$ cat src/rtl/inv_trans_cr.sv
// Inverse skin-tone chroma transform: rebuilds Cr from transformed Cr' and luma Y
// through a 4-stage valid pipeline. Define INV_TRANS_CR_ROUND_EN for round-half-up output.
module inv_trans_cr (
    input  logic       clk,
    input  logic       rst,
    input  logic [7:0] y,
    input  logic [7:0] cr_t,
    input  logic       in_valid,
    output logic       in_ready,
    output logic [7:0] cr,
    output logic       out_valid,
    input  logic       out_ready
);

    localparam logic [7:0]  K_L     = 8'd125;
    localparam logic [7:0]  K_H     = 8'd188;
    localparam logic [7:0]  Y_MIN   = 8'd16;
    localparam logic [7:0]  Y_MAX   = 8'd235;
    localparam logic [31:0] RECIP_L = 32'd601;
    localparam logic [31:0] RECIP_H = 32'd1394;
    localparam logic [31:0] SLOPE_WL = 32'd4803;
    localparam logic [31:0] SLOPE_CL = 32'd2560;
    localparam logic [31:0] SLOPE_WH = 32'd7363;
    localparam logic [31:0] SLOPE_CH = 32'd5632;
    localparam logic [31:0] W_CR    = 32'd9923;
    localparam logic [31:0] WL      = 32'd5120;
    localparam logic [31:0] WH      = 32'd2560;
    localparam logic [31:0] C0      = 32'd39424;
    localparam logic signed [35:0] INV_WCR = 36'sd1691;

    typedef enum logic [1:0] {
        REG_MID  = 2'd0,
        REG_LOW  = 2'd1,
        REG_HIGH = 2'd2
    } region_t;

    logic en;
    assign en       = ~out_valid | out_ready;
    assign in_ready = en;

    // Stage 1: clamp luma, classify region, centre Cr'
    logic [7:0]        yc_d, yc_q;
    region_t           region_d, region_q;
    logic signed [8:0] d1_d, d1_q;
    logic              v1_q;

    always_comb begin
        yc_d = y;
        if (y < Y_MIN)
            yc_d = Y_MIN;
        else if (y > Y_MAX)
            yc_d = Y_MAX;
        region_d = REG_MID;
        if (yc_d < K_L)
            region_d = REG_LOW;
        else if (yc_d > K_H)
            region_d = REG_HIGH;
        d1_d = $signed({1'b0, cr_t}) - 9'sd154;
    end

    // Stage 2: cluster width and centre from constant reciprocals
    logic [7:0]        low_span, low_gap, high_span, high_gap;
    logic [31:0]       w_low_prod, c_low_prod, w_high_prod, c_high_prod;
    logic [15:0]       w2_d, w2_q, center2_d, center2_q;
    logic signed [8:0] d2_q;
    logic              v2_q;

    assign low_span    = yc_q - Y_MIN;
    assign low_gap     = K_L - yc_q;
    assign high_span   = Y_MAX - yc_q;
    assign high_gap    = yc_q - K_H;
    assign w_low_prod  = {24'd0, low_span}  * SLOPE_WL * RECIP_L;
    assign c_low_prod  = {24'd0, low_gap}   * SLOPE_CL * RECIP_L;
    assign w_high_prod = {24'd0, high_span} * SLOPE_WH * RECIP_H;
    assign c_high_prod = {24'd0, high_gap}  * SLOPE_CH * RECIP_H;

    always_comb begin
        w2_d      = W_CR[15:0];
        center2_d = C0[15:0];
        case (region_q)
            REG_LOW: begin
                w2_d      = 16'(WL + (w_low_prod >> 16));
                center2_d = 16'(C0 - (c_low_prod >> 16));
            end
            REG_HIGH: begin
                w2_d      = 16'(WH + (w_high_prod >> 16));
                center2_d = 16'(C0 + (c_high_prod >> 16));
            end
            default: begin
                w2_d      = W_CR[15:0];
                center2_d = C0[15:0];
            end
        endcase
    end

    // Stage 3: rescale the offset; taking the top bits is a floor shift
    logic signed [35:0] d_ext, w_ext, prod3;
    logic signed [19:0] p3_q;
    logic [15:0]        center3_q;
    logic               v3_q;

    assign d_ext = {{27{d2_q[8]}}, d2_q};
    assign w_ext = {20'd0, w2_q};
    assign prod3 = d_ext * w_ext * INV_WCR;

    // Stage 4: recentre, optional rounding, saturate to 8 bits
    logic signed [20:0] s4, r4;
    logic [7:0]         cr_d, cr_q;
    logic               v4_q;

    assign s4 = {p3_q[19], p3_q} + {5'd0, center3_q};
`ifdef INV_TRANS_CR_ROUND_EN
    assign r4 = s4 + 21'sd128;
`else
    assign r4 = s4;
`endif

    always_comb begin
        cr_d = r4[15:8];
        if (r4[20])
            cr_d = 8'd0;
        else if (r4[19:16] != 4'd0)
            cr_d = 8'd255;
    end

    always_ff @(posedge clk or posedge rst) begin
        if (rst) begin
            v1_q      <= 1'b0;
            v2_q      <= 1'b0;
            v3_q      <= 1'b0;
            v4_q      <= 1'b0;
            yc_q      <= 8'd0;
            region_q  <= REG_MID;
            d1_q      <= 9'sd0;
            d2_q      <= 9'sd0;
            w2_q      <= 16'd0;
            center2_q <= 16'd0;
            p3_q      <= 20'sd0;
            center3_q <= 16'd0;
            cr_q      <= 8'd0;
        end else if (en) begin
            v1_q      <= in_valid;
            v2_q      <= v1_q;
            v3_q      <= v2_q;
            v4_q      <= v3_q;
            yc_q      <= yc_d;
            region_q  <= region_d;
            d1_q      <= d1_d;
            d2_q      <= d1_q;
            w2_q      <= w2_d;
            center2_q <= center2_d;
            p3_q      <= prod3[35:16];
            center3_q <= center2_q;
            cr_q      <= cr_d;
        end
    end

    assign cr        = cr_q;
    assign out_valid = v4_q;

endmodule
$ cat config.mk
export PLATFORM = sky130hd
export DESIGN_NAME = inv_trans_cr
export DESIGN_NICKNAME = d
export VERILOG_FILES = /design/src/rtl/inv_trans_cr.sv
export SDC_FILE = /design/constraint.sdc
export NUM_CORES = 2
export LEC_CHECK = 0
export ABC_CLOCK_PERIOD_IN_PS = 12000
export CAP_MARGIN = 5
export CORE_MARGIN = 1
export CORE_UTILIZATION = 53
export CTS_CLUSTER_DIAMETER = 50
export DETAILED_ROUTE_END_ITERATION = 16
export PLACE_DENSITY = 0.69
export SLEW_MARGIN = 5
export SYNTH_ARGS = -nofsm -noshare
export SYNTH_HDL_FRONTEND = slang
export SYNTH_SLANG_ARGS = --single-unit
$ cat constraint.sdc
create_clock -name clk -period 12 [get_ports clk]
set_input_delay 3 -clock clk [delete_from_list [all_inputs] [get_ports clk]]
set_output_delay 3 -clock clk [all_outputs]
set_load 0.01 [all_outputs]
==> impl_metrics.yaml <==
global_route:
  antenna_found_initial: 0
  grt_pass1_vias: 23335
  grt_use_met2_pct: 44.2
  grt_pass1_wl_um: 114000
  use_met3_pct: 1.56
  overflow: 0
  top_usage_layer: "met2"
  met1_usage_pct: 32.0
  grt.total_usage_pct: 24.7
  grt_max_degree: 87
timing:
  worstMarginPinSlew_ns: 1.04
  max_freq_ghz: 0.0906
  setup_viol: 0
  final.min_clock_period_ns: 11.03
  setup_tns_ns: 0
  fin_skew_ns: 0.0184
  max-slew-margin-rel_pct: 31.0
  fin_crit_sh_pct: 91.9
  grt_setup_unrepaired: "false"
  final_max_slew_viol_count: 0
  finalHoldViolCount: 0
clock_network:
  worst_skew_pair.late_latency_ns: 0.40
  cts_hold_buffers: 0
  post_cts_buffers: 0
  post_cts_resized: 0
  htree_levels: 3
  cts_tree: "yes"
  path_clk_slew_ns: 0.08
  ctsRootBufferMaster: "clkbuf_16"
  cts_made_buffers: 9
  cts_sinks: 108
  clk_path_buf_depth: 2
setup_path:
  arrival_ns: 11.30
  r2r_setup_slack_ns: 0.97
  slowest_stage: "dfrtp_1"
  cpPeakStageDelay_ns: 0.74
  critical_path_class: "reg2reg"
  end_kind: "register"
  crit_fanout: 15
  critPathLaunchType: "register"
  worstPathRequired_ns: 12.26
drt:
  via_count: 21682
  routedWlPerCell_um: 16.8
  first_pass_iters: 5
  drc: 0
  postRouteAntennaNets: 0
  vias_per_cell: 5.42
  wirelength_um: 67200
  drt_first_iter_violations: 843
synthesis:
  syn_area_per_cell_um2: 9.28
  synth_flop_cell: "dfrtp_1"
  synth_seq_cells: 108
  ys_warn_count: 0
  synthCells: 3247
  synth_area_um2: 30100
  yosysSeqAreaShare_pct: 8.97
  yosysTopAreaCellShare_pct: 28.6
  synth_top_area_cell: "ha_1"
  synthDistinctLibCells: 81
  synthesis.nets: 4367
  synth_enable_flop_cells: 0
  synthArstFlopShare_pct: 100
  synth.top_cells.by_area: "ha_1 29%, fa_1 27%, dfrtp_1 9.0%"
floorplan:
  die_h_um: 240
  ios: 30
  die_w_um: 240
  initial_core_util_pct: 53.5
  core-area_um2: 56300
  num_rows: 87
  die_area_um2: 57800
layout:
  layout_common_cells: "688 x ha_1, 647 x inv_1, 412 x fa_1, 272 x nand2_1, 128 x a21oi_1"
  insertedDiodeCount: 0
  final_common_cell: "ha_1"
  area_growth_pct: 4.70
  nNetsFinal: 4361
  final_layout_size_suffix_gt1_share_pct: 1.97
placement:
  portBuffers: 29
  globalplace.congestion: 0.909
  hpwl_um: 57900
hold_path:
  min_path_type: "reg2reg"
job:
  cap_violations: 0
outcome:
  status: "finished, final reports clean"
## final timing paths
check / startpoint / endpoint / cells past startpoint
max reg2reg: yc_q[2] / w2_q[14] / 39
min in group asynchronous: rst / center3_q[15] / 2
max: yc_q[2] / w2_q[14] / 39
max in group asynchronous: rst / w2_q[1] / 3
min: center2_q[5] / center3_q[5] / 2
min reg2reg: center2_q[5] / center3_q[5] / 2
## worst max-delay path: cells and delay by family (launching register included)
| family | cells | cell delay (ns) |
|---|---|---|
| compound gates | 15 | 2.87 |
| xor+xnor | 4 | 1.41 |
| fa+ha+maj | 10 | 4.38 |
| buf+inv | 5 | 0.41 |
| flops | 1 | 0.74 |
| simple gates | 5 | 1.06 |
## metrics by stage
step                      instance area (um2)  hold slack, ns  util [%]  setup slack (ns)  std cells
after floorplan                         30100           0.430         -              2.17       3247
after CTS                               31600           0.467      56.1             0.966       4002
after global routing                    31600           0.496      56.1            0.0593       4002
after global placement                  31300           0.448      55.5              1.32       3986
after detailed placement                31300           0.457      55.5              1.02       3986
final                                   31600           0.473      56.1             0.967       4002
## state kept, by name (all words and copies together), names as in the netlist
name and flops:
p3_q 20, center2_q 16, center3_q 16, w2_q 16, d1_q 9, d2_q 9, cr 8, yc_q 8
region_q 2, out_valid 1, v1_q 1, v2_q 1, v3_q 1
## final cells by class
| cell class | count | area [um2] |
|---|---|---|
| timing repair buffer | 44 | 403 |
| clock inverter | 6 | 53.8 |
| fill | 5019 | 24700 |
| sequential | 108 | 2700 |
| clock buffer | 10 | 239 |
| inverter | 651 | 2450 |
| tap | 756 | 946 |
| multi-input combinational | 2427 | 24800 |
## cell usage after synthesis (16+ instances only)
master	instances
ha_1	688
inv_1	648
fa_1	412
nand2_1	272
a21oi_1	128
nor2_1	123
xnor2_1	120
dfrtp_1	108
o21ai_0	91
and2_1	89
xor2_1	67
clkbuf_1	54
nor3_1	36
a21o_1	33
nand3_1	32
nor2b_1	29
nand2b_1	28
o21a_1	24
a22oi_1	21
o21bai_1	18
o211ai_1	16
## cells by family after synthesis
family | count (synthesis) | share of synthesized area (%)
fa+ha+maj | 1100 | 55.9
xor+xnor | 187 | 5.44
compound gates | 446 | 9.63
flops | 108 | 8.97
mux | 5 | 0.174
buf+inv | 712 | 8.89
simple gates | 689 | 11.0
## metal layers
| layer | up-vias | wire length, um |
|---|---|---|
| met4 | 0 | 1440 |
| met3 | 84 | 1720 |
| li1 | 10552 | - |
| met2 | 325 | 33800 |
| met1 | 10721 | 30300 |
| met5 | - | 0 |
Power is left out: the tool's default activity adds up to more than one toggle a clock period on the data nets, which glitch-free logic cannot reach.
